==> src/rtl/ysyx_25030081_lsu.sv <==
// Load/store unit fed by the execute-stage ALU. Handles one operation at a time:
// legal loads/stores issue a single-beat request on a valid/ready bus, wait for the
// response and return aligned, extended data; illegal or misaligned ops and
// non-memory ops complete immediately without touching the bus.
//
// Ports:
//   clk, rst              clock, synchronous active-high reset
//   in_*                  upstream op (valid/ready), ALU result as address, store data
//   mem_req_*, mem_addr,  bus request channel (word-aligned address, byte strobes)
//   mem_wen, mem_wdata,
//   mem_wmask
//   mem_rsp_valid,        bus response / write ack
//   mem_rdata
//   out_*                 result to writeback (valid/ready), error flag
module ysyx_25030081_lsu #(
  parameter int unsigned DATA_WIDTH = 32,
  parameter int unsigned ADDR_WIDTH = 32
) (
  input  logic                  clk,
  input  logic                  rst,
  input  logic                  in_valid,
  output logic                  in_ready,
  input  logic [ADDR_WIDTH-1:0] in_addr,
  input  logic [DATA_WIDTH-1:0] in_wdata,
  input  logic [2:0]            in_funct3,
  input  logic                  in_load,
  input  logic                  in_store,
  output logic                  mem_req_valid,
  input  logic                  mem_req_ready,
  output logic [ADDR_WIDTH-1:0] mem_addr,
  output logic                  mem_wen,
  output logic [DATA_WIDTH-1:0] mem_wdata,
  output logic [3:0]            mem_wmask,
  input  logic                  mem_rsp_valid,
  input  logic [DATA_WIDTH-1:0] mem_rdata,
  output logic                  out_valid,
  input  logic                  out_ready,
  output logic [DATA_WIDTH-1:0] out_data,
  output logic                  out_err
);

  typedef enum logic [1:0] {StIdle, StReq, StWait, StDone} state_e;

  state_e                state_q, state_d;
  logic [ADDR_WIDTH-1:0] addr_q, addr_d;
  logic [DATA_WIDTH-1:0] wdata_q, wdata_d;   // already lane-shifted
  logic [3:0]            wmask_q, wmask_d;
  logic                  wen_q, wen_d;
  logic                  load_q, load_d;
  logic [2:0]            funct3_q, funct3_d;
  logic [DATA_WIDTH-1:0] res_q, res_d;
  logic                  err_q, err_d;

  // Decode of the incoming op.
  logic [1:0] off;
  logic       illegal;
  logic [3:0] st_mask;
  logic       in_fire;

  assign off     = in_addr[1:0];
  assign in_fire = in_valid && (state_q == StIdle);

  always_comb begin
    illegal = 1'b0;
    case (in_funct3)
      3'b000, 3'b100: illegal = 1'b0;
      3'b001, 3'b101: illegal = in_addr[0];
      3'b010:         illegal = (off != 2'b00);
      default:        illegal = 1'b1;
    endcase
  end

  // Size comes from funct3[1:0]; the sign bit is irrelevant for stores.
  always_comb begin
    st_mask = 4'b1111;
    case (in_funct3[1:0])
      2'b00:   st_mask = 4'b0001 << off;
      2'b01:   st_mask = 4'b0011 << off;
      default: st_mask = 4'b1111;
    endcase
  end

  // Load alignment: bring the addressed byte/half down to bit 0, then extend.
  logic [DATA_WIDTH-1:0] rd_shift;
  logic [DATA_WIDTH-1:0] ld_data;

  assign rd_shift = mem_rdata >> {addr_q[1:0], 3'b000};

  always_comb begin
    ld_data = rd_shift;
    case (funct3_q)
      3'b000:  ld_data = {{24{rd_shift[7]}}, rd_shift[7:0]};
      3'b001:  ld_data = {{16{rd_shift[15]}}, rd_shift[15:0]};
      3'b100:  ld_data = {24'b0, rd_shift[7:0]};
      3'b101:  ld_data = {16'b0, rd_shift[15:0]};
      default: ld_data = rd_shift;
    endcase
  end

  always_comb begin
    state_d  = state_q;
    addr_d   = addr_q;
    wdata_d  = wdata_q;
    wmask_d  = wmask_q;
    wen_d    = wen_q;
    load_d   = load_q;
    funct3_d = funct3_q;
    res_d    = res_q;
    err_d    = err_q;

    unique case (state_q)
      StIdle: begin
        if (in_fire) begin
          addr_d   = in_addr;
          funct3_d = in_funct3;
          load_d   = in_load;
          wen_d    = in_store;
          wdata_d  = in_wdata << {off, 3'b000};
          wmask_d  = in_store ? st_mask : 4'b0000;
          res_d    = '0;
          err_d    = 1'b0;
          if (!in_load && !in_store) begin
            res_d   = DATA_WIDTH'(in_addr);
            state_d = StDone;
          end else if (illegal) begin
            err_d   = 1'b1;
            state_d = StDone;
          end else begin
            state_d = StReq;
          end
        end
      end
      StReq: begin
        if (mem_req_ready) state_d = StWait;
      end
      StWait: begin
        if (mem_rsp_valid) begin
          res_d   = load_q ? ld_data : '0;
          state_d = StDone;
        end
      end
      StDone: begin
        if (out_ready) state_d = StIdle;
      end
      default: state_d = StIdle;
    endcase
  end

  always_ff @(posedge clk) begin
    if (rst) begin
      state_q  <= StIdle;
      addr_q   <= '0;
      wdata_q  <= '0;
      wmask_q  <= '0;
      wen_q    <= 1'b0;
      load_q   <= 1'b0;
      funct3_q <= '0;
      res_q    <= '0;
      err_q    <= 1'b0;
    end else begin
      state_q  <= state_d;
      addr_q   <= addr_d;
      wdata_q  <= wdata_d;
      wmask_q  <= wmask_d;
      wen_q    <= wen_d;
      load_q   <= load_d;
      funct3_q <= funct3_d;
      res_q    <= res_d;
      err_q    <= err_d;
    end
  end

  assign in_ready      = (state_q == StIdle);
  assign mem_req_valid = (state_q == StReq);
  assign mem_addr      = {addr_q[ADDR_WIDTH-1:2], 2'b00};
  // Write controls are only presented while a request is outstanding.
  assign mem_wen       = wen_q && (state_q == StReq);
  assign mem_wmask     = (state_q == StReq) ? wmask_q : 4'b0000;
  assign mem_wdata     = wdata_q;
  assign out_valid     = (state_q == StDone);
  assign out_data      = res_q;
  assign out_err       = err_q;

endmodule

==> config.mk <==
export PLATFORM = sky130hd
export DESIGN_NAME = ysyx_25030081_lsu
export DESIGN_NICKNAME = d
export VERILOG_FILES = /design/src/rtl/ysyx_25030081_lsu.sv
export SDC_FILE = /design/constraint.sdc
export NUM_CORES = 1
export LEC_CHECK = 0
export ABC_AREA = 0
export CORE_UTILIZATION = 40
export CTS_CLUSTER_DIAMETER = 50
export CTS_CLUSTER_SIZE = 12
export DETAILED_ROUTE_END_ITERATION = 8
export GPL_ROUTABILITY_DRIVEN = 1
export PLACE_DENSITY = 0.74
export SLEW_MARGIN = 20
export SYNTH_ARGS = -nofsm -noshare
export SYNTH_HDL_FRONTEND = slang
export SYNTH_SLANG_ARGS = --single-unit
==> constraint.sdc <==
create_clock -name clk -period 2.1 [get_ports clk]
set_clock_uncertainty 0.15 [all_clocks]
set_input_delay 0.42 -clock clk [delete_from_list [all_inputs] [get_ports clk]]
set_output_delay 0.42 -clock clk [all_outputs]
set_load 0.005 [all_outputs]
---- Word level (Yosys, flattened, before mapping) ----
Index checks and enable logic that the tools add are counted.
cells by class
  add/sub/neg operators ................... 0
  multipliers ............................. 0
  divide/modulo/power cells ............... 0
  order comparisons ....................... 0
  equal/unequal tests ..................... 15
  shift operators ......................... 4
  mux-type cells .......................... 19
  bitwise operators ....................... 0
  reduce and logical (&&, ||, !) cells .... 16
operator list
  cell                                                 count
  two-way mux 32 bit                                   4
  case mux 32 bit (4 select lines)                     1
  case mux 32 bit (2 select lines)                     1
  << shifter 32 x 5 -> 32 bit                          1
  >> shifter 32 x 5 -> 32 bit                          1
  equality test 3 bit, second input constant           4
  two-way mux 2 bit                                    6
  two-way mux 4 bit                                    2
  case mux 2 bit (4 select lines)                      1
  case mux 4 bit (2 select lines)                      1
  equality test 3 x 1 -> 1 bit, second input constant  2
  logical NOT 3 bit                                    2
  != test 2 x 1 -> 1 bit, second input constant        3
  equality test 2 x 1 -> 1 bit, second input constant  2
  equality test 2 bit, second input constant           2
  logical NOT 2 bit                                    2
  AND reduction 4 bit                                  1
  nonzero test 2 bit                                   2
  OR reduction 2 bit                                   2
  << shifter 1 x 2 -> 4 bit, first input constant      1
  << shifter 2 x 2 -> 4 bit, first input constant      1
  equality test 3 x 2 -> 1 bit, second input constant  1
  logical AND 1 bit                                    3
  case mux 1 bit (3 select lines)                      1
  5 further kinds                                      7
word-level totals
  bits in registers ....................... 108
  bits in latches ......................... 0
  memory bits (writable) .................. 0
  memory bits (read-only) ................. 0
  input bits .............................. 107
  output and inout bits ................... 105
  word-level logic and storage cells ...... 63
  memories kept ........................... 0

---- Longest topological paths before layout ----
Gate-level depths: netlist of the first run.
  depth after elaboration ................. 7
  gate-level depth with buffers ........... 8
  mapped depth without buffers ............ 6

---- Least setup slack after synthesis of the first run ----
OpenSTA, ideal clock, no wires.
  path type ............................... register to register
  start ................................... register state_q[0]
  end ..................................... register res_q[21] (netlist: out_data[21])
  setup time .............................. 0.122 ns
  arrival time ............................ 1.759 ns
  data required time ...................... 1.828 ns
  setup slack ............................. 0.069 ns
  stages on the path, launching flop included .. 7
  buffers on the path ..................... 1
  clock period less this slack ............ 2.031 ns
  cells stage by stage .................... dfxtp_1 inv_1 ha_1 o211ai_2 nor2_1 buf_2 a221o_1
on the way
  cells in the longest elaborated chain, start to end .. 4
  elaborated cells on any way between the ends .. 8
  classes of those cells .................. eq/ne: 3; mux: 1; reduce/logical: 4
RTL lines
  element                           line     RTL
  start, declared                   44       state_e state_q, state_d;
  start signal, assigned            151      state_q <= StIdle;
  start signal, assigned            161      state_q <= state_d;
  logical NOT 2 bit                 61, 111
  logical AND 1 bit                 61       assign in_fire = in_valid && (state_q == StIdle);
  != test 2 x 1 -> 1 bit (no line)  n/a
  AND reduction 3 bit (no line)     n/a
  end signal, assigned              168      res_q <= res_d;
  end, declared                     51       logic [DATA_WIDTH-1:0] res_q, res_d;
Several ways; a longest one is shown, not always the timed one.
A chain may end at the register's enable or synchronous reset.

---- Final worst setup path of the first run ----
  start ................................... register state_q[0]
  end ..................................... output mem_req_valid
on the way
  cells in the longest elaborated chain, start to end .. 1
RTL lines
  element                       line  RTL
  equality test 2 x 1 -> 1 bit  174   assign mem_req_valid = (state_q == StReq);
  end, declared                 28    output logic mem_req_valid,
No other way between the ends.

==> results.md, run 1 <==
* Max Cap Violations at 0
* Hold Path End: addr_q[0]
* Time the final worst path needs with I/O delays and setup at between 2 and 2.5 ns
* Number of ports placed on the die boundary at between 200 and 250
* Critical-path maximum fanout at 5
* Crit Path Category: reg2out
* Startpoint kind of the worst setup timing path: flip-flop
* Final weighted congestion in routability-driven placement at approximately 0.94
* Required @ worst endpoint at around 1.5 ns
* Share of Yosys cell area claimed by the top area cell type at about two fifths
* Clock-pin transition on the worst setup and hold timing paths at ~0.08 ns
* Final setup vio count at 0
* Post-layout worst setup margin at 0.0482 ns
* Leakage power of the design at approximately 3.2 nW
* First-pass GRT wire length at about 30 mm
* Drt wl/cell at approximately 19 um
* Routed vias at between 5000 and 6000
* Proportion of synthesized flip-flops having asynchronous set or reset at 0%
* Layout Nets at ~940
* Wire length reported by the detailed router at between 15 and 20 mm
* Distinct cell type count of the synthesized netlist at 51
* Pin count of the biggest net entering global routing at 41
* CTS Sinks at 108
* Register area share after synthesis at between 30% and 40%
* Placement-stage worst setup slack at -0.374 ns
* Remaining global-route overflow at 0
* Antenna violations before repair at 0
* Height of the die at about 120 um
* Starting Density at slightly above 40%
* Top_reg_cell synth: sky130_fd_sc_hd__dfxtp_1
* Cell Area, Synth at 5430 um2
* Std-Cell Rows at 42
* Kind of end point of the critical path: output port
* Vias in the first global route at ~5600
* Post-DP HPWL at between 10 and 15 mm
* Bufs on Longest Clock Path at 2
* Cell with the most instances after synthesis: sky130_fd_sc_hd__dfxtp_1
* Placed cell area at between 7000 and 8000 um2
* Synthesis-to-finish area growth at 50.8%
* VDD IR max at between 0.4 and 0.5 mV
* Cell type with the largest total area after synthesis: sky130_fd_sc_hd__dfxtp_1
* Yosys synthesis warning count at 0
* Placeable Area at ~13000 um2
* Final period util at approximately 98%
* Global-route usage over all layers at between 20% and 30%
* Fraction of final layout cells sized beyond drive strength 1 at between 15 and 20%
* Number of buffers inserted by hold repair at cts at 0
* Top area cells in the synthesized netlist: sky130_fd_sc_hd__dfxtp_1 40%, sky130_fd_sc_hd__nand2_1 7.2%, sky130_fd_sc_hd__a21oi_1 5.1%
* Core occupancy in the finished layout at between 60 and 70%
* TritonCTS Buffers at 9
* Cell at the root of the clock tree: sky130_fd_sc_hd__clkbuf_16
* Commonest cells post-synth: 108 x sky130_fd_sc_hd__dfxtp_1, 104 x sky130_fd_sc_hd__nand2_1, 55 x sky130_fd_sc_hd__a21oi_1
* Arrival time worst endpoint at roughly 1.5 ns
* Transition at the pin with the smallest max-transition slack at roughly 0.65 ns
* Fin. max-slew vios at 0
* Ant diodes at 0
* Die Area at ~14000 um2
* H-Tree Level Count at 3
* Origin of the worst min-delay path: rst
* Result of the run: completed
* Post-route DRC violation count at 0
* Number of flops mapped to enable cells by yosys at 0
* Quantity of I/O buffers inserted on ports at 209
* Power density over the cells at 974 nW/um2
* Cell count of the worst hold path at 2
* Detailed Routing Iterations Pass 1 at 5
* Clock tree from TritonCTS: done
* Design area at a little over 8000 um2
* Die X at approximately 120 um
* Max-Slew Margin vs Limit at between 50% and 60%
* Count of state elements after synthesis at ~110
* Insertion delay to the later sink of the worst-skew pair at 0.35 ns
* Source of the worst register-to-register timing path: state_q[0]
* RSZ-0062 raised after global routing: false
* Count of antenna-violating nets left after detailed routing at 0
* Via density per instance at ~5.5
* Drt first-iter violations at ~430
* Reg2reg end: out_data[22]
* Worst r2r path cells at 6
* Hold crit path type: in2reg
* Cells after Synth at 625
* Final Hold Violating Endpoints at 0
* Achievable frequency at between 0.4 and 0.5 GHz
* Mean Syn Cell Area at 8.69 um2
* Worst-case register-to-register setup slack at roughly 0.13 ns
* Filler instances at between 1000 and 1500
[stage by stage]
| step | std cells | power [mW] | hold WS (ns) | TNS, ns |
|---|---|---|---|---|
| 2_1_floorplan | 626 | 4.44 | 0.277 | 0 |
| 3_3_place_gp | 990 | 5.94 | 0.291 | -7.50 |
| 3_5_place_dp | 990 | 6.05 | 0.292 | -9.92 |
| 4_1_cts | 1008 | 7.91 | 0.275 | -0.434 |
| 5_1_grt | 1010 | 8.40 | 0.318 | 0 |
| 6_report | 1010 | 7.98 | 0.284 | 0 |
[cells in the final DEF (no fill, tap or decap), types with 2 or more instances in the layout]
master / n
sky130_fd_sc_hd__clkdlybuf4s50_1: 201
sky130_fd_sc_hd__dfxtp_1: 106
sky130_fd_sc_hd__nand2_1: 103
sky130_fd_sc_hd__buf_4: 59
sky130_fd_sc_hd__a21oi_1: 55
sky130_fd_sc_hd__nor2_1: 53
sky130_fd_sc_hd__a211oi_1: 25
sky130_fd_sc_hd__mux2i_1: 24
sky130_fd_sc_hd__o21ai_0: 24
sky130_fd_sc_hd__mux2_2: 17
sky130_fd_sc_hd__a22oi_1: 17
sky130_fd_sc_hd__a221o_1: 16
sky130_fd_sc_hd__nor3_1: 11
sky130_fd_sc_hd__o211ai_1: 9
sky130_fd_sc_hd__clkbuf_16: 9
sky130_fd_sc_hd__a22o_1: 8
sky130_fd_sc_hd__a221oi_1: 8
sky130_fd_sc_hd__a32o_1: 7
sky130_fd_sc_hd__mux4_2: 7
sky130_fd_sc_hd__and2_1: 6
sky130_fd_sc_hd__dlymetal6s2s_1: 6
sky130_fd_sc_hd__buf_12: 4
sky130_fd_sc_hd__nor2b_1: 3
sky130_fd_sc_hd__nand2b_1: 3
sky130_fd_sc_hd__nand2_2: 2
sky130_fd_sc_hd__nor3_2: 2
sky130_fd_sc_hd__o21bai_1: 2
sky130_fd_sc_hd__inv_1: 2
sky130_fd_sc_hd__o31a_1: 2
sky130_fd_sc_hd__ha_4: 2
sky130_fd_sc_hd__ha_1: 2
sky130_fd_sc_hd__conb_1: 2
sky130_fd_sc_hd__inv_6: 2
sky130_fd_sc_hd__dfxtp_2: 2
[layer usage]
metal / vias up / GRT usage, % / routed length [um]
met5: - / 0 / 0
met4: 0 / 10.8 / 514
met3: 37 / 7.48 / 1740
met2: 292 / 46.0 / 9100
met1: 2637 / 31.3 / 7660
li1: 2625 / - / -
[sequential cells by signal, summed over array words and instances, names as in the netlist]
register / count
state_q: 2
wmask_q: 4
load_q: 1
out_data: 32
mem_wdata: 32
out_err: 1
wen_q: 1
addr_q: 32
funct3_q: 3
[logic make-up (layout without fill, tap and decap cells)]
logic type,Yosys count,after routing,share of synthesized area (%)
adders and majority gates,5,5,1.15
AOI/OAI and AO/OA,186,186,24.4
and+or+nand+nor,189,189,14.4
muxes,49,49,11.1
DFF,108,108,39.8
buffers and inverters,86,294,8.87
xor gates and xnor gates,1,1,0.161
other,1,2,0.0691
[area by class of cell]
cell class / instances / area, um2 / area share (%)
well taps: 176 / 220 / 2.69
repair buffers: 273 / 2640 / 32.2
inverters: 5 / 21.3 / 0.260
clock buffers: 10 / 239 / 2.92
flip-flops and latches: 108 / 2160 / 26.4
multi-input cells: 432 / 2840 / 34.7
clock inverters: 6 / 68.8 / 0.840
[power breakdown]
| group | internal, mW | switching [mW] | total (mW) |
|---|---|---|---|
| combinational | 1.79 | 1.66 | 3.45 |
| clock | 0.968 | 0.818 | 1.79 |
| sequential | 2.47 | 0.270 | 2.74 |
[how the worst max path moves through the flow]
stage / slack (ns) / startpoint / end
2_1_floorplan: 0.07 / state_q[0] / out_data[21]
3_3_place_gp: -0.30 / mem_rdata[23] / out_data[21]
3_5_place_dp: -0.37 / in_valid / out_data[31]
4_1_cts: -0.09 / state_q[1] / mem_wmask[3]
5_1_grt: 0.009 / state_q[0] / mem_req_valid
6_report: 0.05 / state_q[0] / mem_req_valid
[critical path, stage by stage, from the launching register on]
cell and delay (ns):
sky130_fd_sc_hd__dfxtp_2 0.34, sky130_fd_sc_hd__buf_4 0.13, sky130_fd_sc_hd__ha_4 0.17, sky130_fd_sc_hd__clkdlybuf4s50_1 0.50
[what timing repair did]
item                                   in CTS  in global routing
buffers inserted                            2                  2
endpoints found under the hold margin       0                  0
setup endpoints to repair                  31                 33
pin swaps                                   2                  1
gates resized for setup                    12                  9
(Power assumes the default switching activity.)
==> run 2: changes to the inputs <==
--- a/config.mk
+++ b/config.mk
@@ -11,7 +11,7 @@
 export CTS_CLUSTER_SIZE = 12
 export DETAILED_ROUTE_END_ITERATION = 8
 export GPL_ROUTABILITY_DRIVEN = 1
-export PLACE_DENSITY = 0.74
+export PLACE_DENSITY = 0.83
 export SLEW_MARGIN = 20
 export SYNTH_ARGS = -nofsm -noshare
 export SYNTH_HDL_FRONTEND = slang
==> run 2 against run 1 <==
Fmax down 1.1%; total power about the same; critical path depth up 2; largest power group unchanged; highest routed layer unchanged; setup slack worse by 0.022 ns.
==> results.md, run 2 (same netlist as run 1, synthesis figures left out) <==
* Result of the run: completed
* Critical-path maximum fanout at 6
* Final Hold Violating Endpoints at 0
* Starting Density at approximately 41%
* Drt first-iter violations at around 360
* Routed vias at around 5600
* Max Cap Violations at 0
* Final period util at between 90 and 100%
* TritonCTS Buffers at 9
* Drt wl/cell at around 19 um
* Achievable frequency at 0.482 GHz
* Pin count of the biggest net entering global routing at 60
* Vias in the first global route at around 5400
* Required @ worst endpoint at between 1.5 and 2 ns
* VDD IR max at ~0.43 mV
* Final setup vio count at 0
* Met3 GRT Util at between 8 and 9%
* Transition at the pin with the smallest max-transition slack at between 0.6 and 0.7 ns
* Die Area at between 10000 and 15000 um2
* CTS Sinks at 108
* Die X at approximately 120 um
* Most frequent cells in the layout: 202 x sky130_fd_sc_hd__clkdlybuf4s50_1, 104 x sky130_fd_sc_hd__dfxtp_1, 103 x sky130_fd_sc_hd__nand2_1
* Post-DP HPWL at around 14 mm
* Startpoint kind of the worst setup timing path: flip-flop
* Fraction of final layout cells sized beyond drive strength 1 at 14.3%
* Height of the die at between 100 and 150 um
* Global routing usage on met1 at a little under a third
* H-Tree Level Count at 3
* Via density per instance at between 5 and 6
* Std-Cell Rows at 42
* Final weighted congestion in routability-driven placement at between 0.8 and 0.9
* Cell at the root of the clock tree: sky130_fd_sc_hd__clkbuf_16
* Time the final worst path needs with I/O delays and setup at ~2.1 ns
* Placeable Area at 13200 um2
* Arrival time worst endpoint at approximately 1.5 ns
* Leading cell type in the layout, fill and taps excluded: sky130_fd_sc_hd__clkdlybuf4s50_1
* Quantity of I/O buffers inserted on ports at 209
* Remaining global-route overflow at 0
* Ant diodes at 0
* Aggregate negative setup slack at 0 ns
* Number of buffers inserted by hold repair at cts at 0
* Routing layer with the top usage in global route: met2
* Count of antenna-violating nets left after detailed routing at 0
* Kind of end point of the critical path: output port
* Wire length reported by the detailed router at 18.7 mm
* Post-route DRC violation count at 0
* Leakage power of the design at between 3 and 4 nW
* Fin. max-slew vios at 0
* Detailed Routing Iterations Pass 1 at 5
* Synthesis-to-finish area growth at 49.7%
* Crit Path Category: reg2out
* Insertion delay to the later sink of the worst-skew pair at roughly 0.36 ns
* Clock tree from TritonCTS: done
* RSZ-0062 raised after global routing: true
* Clock-pin transition on the worst setup and hold timing paths at 0.07 ns
* Global-route usage over all layers at 26.8%
* Placed cell area at 7720 um2
* Antenna violations before repair at 1
* Bufs on Longest Clock Path at 2
* Max-Slew Margin vs Limit at between 50% and 60%
* Layout Nets at a little over 900
* Power density over the cells at 982 nW/um2
* First-pass GRT wire length at 29.2 mm
* Design area at between 8000 and 9000 um2
* Met2 track demand over resource in global routing at ~44%
* Number of ports placed on the die boundary at 212
* Hold crit path type: reg2reg
* Overall power after layout at about 8 mW
==> run 2: cell count changes in the layout (fill, tap and decap cells not counted), sizes merged, moves of 2 or more <==
cell / change
dlymetal6s2s: -6
buf: -9
dlygate4sd2: +4
clkinv: -2
==> run 2: final timing paths <==
check	depth (start not counted)	start	slack, ns	to
min reg2reg	2	wmask_q[1]	0.30	wmask_q[1]
max	5	state_q[0]	0.03	mem_wmask[0]
min	2	wmask_q[1]	0.30	wmask_q[1]
max reg2reg	8	state_q[0]	0.13	out_data[12]
==> run 2: routing by layer <==
| metal | wire [um] | vias up |
|---|---|---|
| met3 | 1880 | 45 |
| met2 | 8870 | 307 |
| met1 | 7300 | 2604 |
| li1 | - | 2612 |
| met5 | 0 | - |
| met4 | 658 | 0 |
==> run 2: power breakdown <==
group          switching, mW  leakage (nW)  internal, mW
sequential             0.257         0.885          2.47
clock                  0.793         0.146          1.05
combinational           1.65          2.00          1.75
==> run 2: critical path, cell delays in order, from the launching register on <==
cell and delay [ns]:
sky130_fd_sc_hd__dfxtp_2 0.33, sky130_fd_sc_hd__buf_4 0.14, sky130_fd_sc_hd__ha_4 0.18, sky130_fd_sc_hd__buf_4 0.15
sky130_fd_sc_hd__and2_1 0.15, sky130_fd_sc_hd__clkdlybuf4s15_1 0.21
==> run 2: final cells by class <==
type                       count  area [um2]
clock inverter                 5        83.8
tap                          176         220
fill                        1144        5110
clock buffer                  11         233
multi-input combinational    432        2850
timing repair buffer         264        2560
inverter                       5        21.3
sequential                   108        2170
==> run 2: stage by stage <==
| stage | hold WS (ns) | util [%] | setup slack, ns | cells |
|---|---|---|---|---|
| CTS | 0.307 | 61.1 | 0.00173 | 999 |
| global placement | 0.285 | 58.3 | -0.415 | 981 |
| finish | 0.301 | 61.4 | 0.0260 | 1001 |
| floorplan | 0.277 | - | 0.0693 | 626 |
| detailed placement | 0.297 | 58.3 | -0.500 | 981 |
| global route | 0.328 | 61.4 | -0.0548 | 1001 |
==> run 2: timing repair <==
item / in CTS / in global routing
endpoints found under the hold margin: 0 / 0
setup endpoints to repair: 32 / 33
pin swaps: 2 / 1
setup buffers: 2 / 2
resized for setup: 16 / 7
gates cloned: 0 / 0
